### src/rtl/armleocpu_regfile_ctrl.sv
// Control stage for the 2-read/1-write integer register file: post-reset clear, x0 = 0, write forwarding.
// Macro ARMLEOCPU_REGFILE_CLEAR_EN enables the post-reset clear sweep of both storage lanes.

module armleocpu_regfile_ctrl_rport #(
   parameter int ELEMENTS_W = 5,
   parameter int WIDTH      = 32
) (
   input  logic                  clk,
   input  logic                  rst_n,
   input  logic                  run,
   input  logic [ELEMENTS_W-1:0] rs_addr,
   input  logic                  rs_read,
   input  logic [ELEMENTS_W-1:0] rd_addr,
   input  logic                  rd_write,
   input  logic [WIDTH-1:0]      rd_wdata,
   output logic                  lane_read,
   output logic [ELEMENTS_W-1:0] lane_readaddress,
   input  logic [WIDTH-1:0]      lane_readdata,
   output logic [WIDTH-1:0]      rs_data
);

   logic             sel_zero;
   logic             sel_fwd;
   logic [WIDTH-1:0] fwd_data;

   assign lane_read        = run & rs_read;
   assign lane_readaddress = rs_addr;

   // Selects track the lane: they only move when the lane registers a new read.
   always_ff @(posedge clk or negedge rst_n) begin
      if (!rst_n) begin
         sel_zero <= 1'b1;
         sel_fwd  <= 1'b0;
         fwd_data <= '0;
      end else if (!run) begin
         sel_zero <= 1'b1;
         sel_fwd  <= 1'b0;
      end else if (rs_read) begin
         sel_zero <= (rs_addr == '0);
         sel_fwd  <= rd_write & (rd_addr == rs_addr) & (rs_addr != '0);
         fwd_data <= rd_wdata;
      end
   end

   assign rs_data = sel_zero ? '0 : (sel_fwd ? fwd_data : lane_readdata);

endmodule

module armleocpu_regfile_ctrl #(
   parameter int ELEMENTS_W = 5,
   parameter int WIDTH      = 32
) (
   input  logic                  clk,
   input  logic                  rst_n,
   output logic                  ready,
   input  logic [ELEMENTS_W-1:0] rs1_addr,
   input  logic                  rs1_read,
   output logic [WIDTH-1:0]      rs1_data,
   input  logic [ELEMENTS_W-1:0] rs2_addr,
   input  logic                  rs2_read,
   output logic [WIDTH-1:0]      rs2_data,
   input  logic [ELEMENTS_W-1:0] rd_addr,
   input  logic                  rd_write,
   input  logic [WIDTH-1:0]      rd_wdata,
   output logic [ELEMENTS_W-1:0] lane1_readaddress,
   output logic                  lane1_read,
   input  logic [WIDTH-1:0]      lane1_readdata,
   output logic [ELEMENTS_W-1:0] lane2_readaddress,
   output logic                  lane2_read,
   input  logic [WIDTH-1:0]      lane2_readdata,
   output logic [ELEMENTS_W-1:0] lane_writeaddress,
   output logic                  lane_write,
   output logic [WIDTH-1:0]      lane_writedata
);

   localparam int NUM_PORTS = 2;

   logic                                   run;
   logic [NUM_PORTS-1:0][ELEMENTS_W-1:0]   rs_addr;
   logic [NUM_PORTS-1:0]                   rs_read;
   logic [NUM_PORTS-1:0][ELEMENTS_W-1:0]   lane_raddr;
   logic [NUM_PORTS-1:0]                   lane_rd;
   logic [NUM_PORTS-1:0][WIDTH-1:0]        lane_rdata;
   logic [NUM_PORTS-1:0][WIDTH-1:0]        rs_data;

   assign rs_addr    = {rs2_addr, rs1_addr};
   assign rs_read    = {rs2_read, rs1_read};
   assign lane_rdata = {lane2_readdata, lane1_readdata};

   assign lane1_readaddress = lane_raddr[0];
   assign lane2_readaddress = lane_raddr[1];
   assign lane1_read        = lane_rd[0];
   assign lane2_read        = lane_rd[1];
   assign rs1_data          = rs_data[0];
   assign rs2_data          = rs_data[1];

   generate
      for (genvar p = 0; p < NUM_PORTS; p++) begin : g_port
         armleocpu_regfile_ctrl_rport #(
            .ELEMENTS_W (ELEMENTS_W),
            .WIDTH      (WIDTH)
         ) u_rport (
            .clk              (clk),
            .rst_n            (rst_n),
            .run              (run),
            .rs_addr          (rs_addr[p]),
            .rs_read          (rs_read[p]),
            .rd_addr          (rd_addr),
            .rd_write         (rd_write),
            .rd_wdata         (rd_wdata),
            .lane_read        (lane_rd[p]),
            .lane_readaddress (lane_raddr[p]),
            .lane_readdata    (lane_rdata[p]),
            .rs_data          (rs_data[p])
         );
      end
   endgenerate

`ifdef ARMLEOCPU_REGFILE_CLEAR_EN
   localparam logic [0:0]            STATE_CLEAR = 1'b0;
   localparam logic [0:0]            STATE_RUN   = 1'b1;
   localparam logic [ELEMENTS_W-1:0] LAST_IDX    = {ELEMENTS_W{1'b1}};
   localparam logic [ELEMENTS_W-1:0] IDX_ONE     = 1;

   logic [0:0]            state;
   logic [ELEMENTS_W-1:0] clr_idx;

   // Counter parks on the last index; leaving CLEAR happens on that same edge.
   always_ff @(posedge clk or negedge rst_n) begin
      if (!rst_n) begin
         state   <= STATE_CLEAR;
         clr_idx <= '0;
      end else if (state == STATE_CLEAR) begin
         if (clr_idx == LAST_IDX)
            state <= STATE_RUN;
         else
            clr_idx <= clr_idx + IDX_ONE;
      end
   end

   assign ready = (state == STATE_RUN);
   assign run   = ready;

   assign lane_write        = run ? (rd_write & (rd_addr != '0)) : 1'b1;
   assign lane_writeaddress = run ? rd_addr  : clr_idx;
   assign lane_writedata    = run ? rd_wdata : '0;
`else
   logic ready_q;

   always_ff @(posedge clk or negedge rst_n) begin
      if (!rst_n)
         ready_q <= 1'b0;
      else
         ready_q <= 1'b1;
   end

   assign ready = ready_q;
   assign run   = ready_q;

   assign lane_write        = run & rd_write & (rd_addr != '0);
   assign lane_writeaddress = rd_addr;
   assign lane_writedata    = rd_wdata;
`endif

endmodule

### config.mk
export PLATFORM = sky130hd
export DESIGN_NAME = armleocpu_regfile_ctrl
export DESIGN_NICKNAME = d
export VERILOG_FILES = /design/src/rtl/armleocpu_regfile_ctrl.sv
export SDC_FILE = /design/constraint.sdc
export NUM_CORES = 1
export LEC_CHECK = 0
export ABC_AREA = 0
export CORE_ASPECT_RATIO = 0.8
export CORE_MARGIN = 1.5
export CORE_UTILIZATION = 35
export DETAILED_ROUTE_END_ITERATION = 10
export GPL_TIMING_DRIVEN = 0
export PLACE_DENSITY_LB_ADDON = 0.25
export SYNTH_ARGS = -nofsm -noshare
export SYNTH_HDL_FRONTEND = slang
export SYNTH_SLANG_ARGS = --single-unit
### constraint.sdc
create_clock -name clk -period 1.3 [get_ports clk]
set_clock_uncertainty 0.15 [all_clocks]
set_input_delay 0.26 -clock clk [delete_from_list [all_inputs] [get_ports clk]]
set_output_delay 0.26 -clock clk [all_outputs]
set_load 0.05 [all_outputs]
==> reports/qor.txt, run 1 <==
met2 Resource Use GR - 41.95%
Antenna Violating Nets Remaining - 0
initial antenna violation count - 0
Core ar. - 11430 sq um
vias in the first global route - 4063
Max H-tree Level - 3
NumNets Final - 753
worst r2r dst - g_port[0].u_rport.fwd_data[10]$_DFFE_PN0P_
TritonRoute pass-1 iters - 4
Num CTS Buffers - 9
drt via density - 4.796
mean post-synth cell area - 11.20 sq um
worst-margin pin slew - 0.8905 ns
Flop pwr share - 34.1%
Initial DRC Count - 74
status - finished with violations
RR Startpoint - ready$_DFF_PN0_
gr ovfl total - 0
Setup crit start - g_port[0].u_rport.sel_fwd$_DFFE_PN0P_
die width - 123.8 um
placement-stage cell area - 7296 sq um
Overall Global Routing Usage - 23.81%
WP data arrival - 1.54 ns
CTS tree - built
GRT met1 Usage - 29.42%
CTS Sinks - 69
WP depth - 5
routed wire length - 14560 um
cell family with most CP delay - buffers and inverters
failing checks - hold timing, setup timing
maximum clock insertion buffer count - 2
Root Driver - clkbuf_16
Pins Over Slew Limit - 0
Int Power - 5482 uW
Yosys warning total - 0
Synth top area share - 41.00%
Power Total - 8143 uW
drt wl/cell - 18.43 um
first-pass GRT wire length - 22180 um
die area - 12340 sq um
Finished Cell Area - 9087 sq um
Seq/Total Area, Yosys - 42.29%
clk_lat worst skew - 0.32 ns
setup violators final - 131
fmax - 512.0 MHz
count of input and output buffers - 230
Switching Share - 32.68%
diode count - 0
Min Hold Slack - -0.09614 ns
unrepaired setup endpoints after global routing - true
CP max stage cell - dfrtp_1
power per cell area - 896.0 nW/um^2
peak supply drop - 0.6333 mV
DR vias - 3789
Sw Pwr - 2661 uW
fin crit share - 150.2%
Slew HR - 40.63%
Layout Area Growth over Synthesis - 122.2%
Seq. cell area - 1730 sq um
Static Leak - 0.003725 uW
R2R cell count - 5
worst path required time - 0.89 ns
Post-Syn Instances - 365
Critical Path Fanout Max - 10
GR Util met3 - 5.791%
Syn Nets - 481
residual DRC count - 0
worst hold path class - input port to async pin
I/O pins - 231
Worst setup endpoint - rs1_data[13]
combinational power share - 36.7%
Synth area leaders - dfrtp_1, mux2_2, mux2i_1
Placer Congestion - 0.7287
Filler Cell Count - 657
final hold violations - 67
max-cap violations - 0
flops & latches, synth - 69
min cycle time layout - 1.953 ns
Synth Cell Area - 4089 sq um
Critical Path End Type - primary output
hpwl dp - 9415 um
CP Buf/Inv Count - 3
slack of the critical path - -0.6532 ns
Core Rows - 35
largest net degree at the start of global routing - 70
Startpoint Class - flop
post-synth cell types - 28
layout cell share with drive strength beyond 1 - 68.85%
top cell type by total area after synthesis - dfrtp_1
r2r setup slk - -0.29 ns
Worst-path clk slew - 0.06 ns
busiest grt layer - met2
Starting Density - 35.77%
clock share of power - 29.3%
critical path type - flop to primary output
CP cell instances - buf_6, buf_12, mux2i_2, nor2_4, buf_2
multi-input logic area - 3243 sq um
Crit path largest cell delay - 0.34 ns
setup TNS - -50.01 ns
Die Ht - 99.68 um
==> area by class of cell <==
cell class | count | share of cell area, %
buffer | 67 | 8.481
clock buffer | 12 | 2.602
clock inverter | 4 | 0.5370
inverter | 1 | 0.09638
multi-input combinational | 225 | 35.69
sequential | 69 | 19.04
tap | 148 | 2.038
timing repair buffer | 264 | 31.52
==> sequential cells by signal, summed over array words and instances, names as in the netlist <==
signal,count
g_port.u_rport.fwd_data,64
g_port.u_rport.sel_fwd,2
g_port.u_rport.sel_zero,2
ready,1
==> routing by layer <==
metal	vias up	routed length (um)	share of wire, %
met5	-	0	0
met4	0	134	0.92
met3	11	956	6.6
met2	150	7778	53
met1	1862	5694	39
li1	1766	-	-
==> layout by cell type, fill, tap and decap left out, types with 3 or more instances in the layout <==
cell type | Yosys | layout
buf_12 | 1 | 16
dfrtp_1 | 67 | 66
clkdlybuf4s15_1 | 0 | 5
nor2_1 | 68 | 4
buf_6 | 3 | 87
buf_8 | 1 | 28
xnor2_1 | 10 | 10
mux2_4 | 0 | 38
buf_2 | 8 | 7
clkbuf_1 | 8 | 3
dlygate4sd2_1 | 0 | 38
clkbuf_2 | 0 | 3
mux2i_4 | 0 | 57
nor2_4 | 0 | 64
buf_4 | 49 | 69
clkdlybuf4s50_1 | 0 | 65
mux2_2 | 57 | 26
mux2i_2 | 0 | 7
clkbuf_16 | 0 | 19
==> power by group through the flow <==
stage	sequential [uW]	combinational, uW	clock, uW
floorplan	2610	1580	0
global placement	2650	2430	0
detailed placement	2650	2470	0
CTS	2730	2880	2410
global route	2810	3120	2510
finish	2770	2980	2380
==> cells in the mapped netlist <==
master / instances
mux2i_1: 64
nand4_1: 2
dfrtp_1: 67
buf_12: 1
buf_2: 8
buf_6: 3
inv_2: 1
o21a_1: 2
mux2_1: 7
o311a_1: 1
or3_1: 1
nand3_1: 1
or4_4: 2
xnor2_1: 10
nand2_2: 1
nand3b_1: 2
nor2_1: 68
dfstp_2: 2
conb_1: 1
nand3_2: 1
o31ai_2: 1
mux2_2: 57
buf_8: 1
clkbuf_1: 8
and2_4: 1
o31ai_1: 1
o21ai_1: 2
buf_4: 49
==> cell families (layout without fill, tap and decap cells) <==
group | count (synthesis) | in the layout | synth area share [%]
AND/OR/NAND/NOR | 79 | 79 | 8.354
buffers and inverters | 71 | 348 | 12.48
XOR/XNOR | 10 | 10 | 2.142
other | 1 | 1 | 0.09171
flip-flops | 69 | 69 | 42.29
multiplexers | 128 | 128 | 33.29
AO/OA/AOI/OAI | 7 | 7 | 1.346
==> worst min-delay path by stage <==
| stage | start | end | slack (ns) | cells after the start |
|---|---|---|---|---|
| floorplan | rst_n | g_port[0].u_rport.fwd_data[0]$_DFFE_PN0P_ | -0.19 | 0 |
| global placement | g_port[0].u_rport.fwd_data[21]$_DFFE_PN0P_ | g_port[0].u_rport.fwd_data[21]$_DFFE_PN0P_ | 0.32 | 1 |
| detailed placement | rst_n | g_port[1].u_rport.fwd_data[8]$_DFFE_PN0P_ | 0.29 | 1 |
| CTS | rst_n | g_port[1].u_rport.fwd_data[8]$_DFFE_PN0P_ | -0.05 | 1 |
| global route | rst_n | g_port[1].u_rport.fwd_data[8]$_DFFE_PN0P_ | -0.02 | 1 |
| finish | rst_n | g_port[1].u_rport.fwd_data[8]$_DFFE_PN0P_ | -0.1 | 1 |
==> worst register-to-register path, cell delays in order (launching register included) <==
cell	delay, ns
dfrtp_2	0.44
and2_4	0.18
buf_12	0.14
buf_12	0.13
buf_16	0.13
mux2_4	0.30
==> through the flow <==
| step | setup WS, ns | hold slack (ns) | utilization, % | std cells |
|---|---|---|---|---|
| after global routing | -0.7170 | -0.02013 | 79.51 | 790 |
| after floorplan | -0.3198 | -0.1856 | - | 365 |
| after detailed placement | -1.285 | 0.2948 | 63.83 | 743 |
| final | -0.6532 | -0.09614 | 79.51 | 790 |
| after CTS | -0.6570 | -0.04932 | 76.26 | 787 |
| after global placement | -2.847 | 0.3193 | 63.85 | 743 |
==> timing repair <==
item                       CTS  global route
hold endpoints to repair    67             8
resized for setup          973           139
pin swaps                    3            12
cloned                       7             0
setup buffers               22            12
setup endpoints to repair  181           139
(Power assumes the default switching activity.)
==> inputs of run 2 (changes only) <==
--- a/config.mk
+++ b/config.mk
@@ -9,6 +9,7 @@
 export CORE_ASPECT_RATIO = 0.8
 export CORE_MARGIN = 1.5
 export CORE_UTILIZATION = 35
+export CTS_CLUSTER_DIAMETER = 200
 export DETAILED_ROUTE_END_ITERATION = 10
 export GPL_TIMING_DRIVEN = 0
 export PLACE_DENSITY_LB_ADDON = 0.25
==> results of run 2 <==
Same layout as run 1: the final DEF is identical, and so are final timing and power.
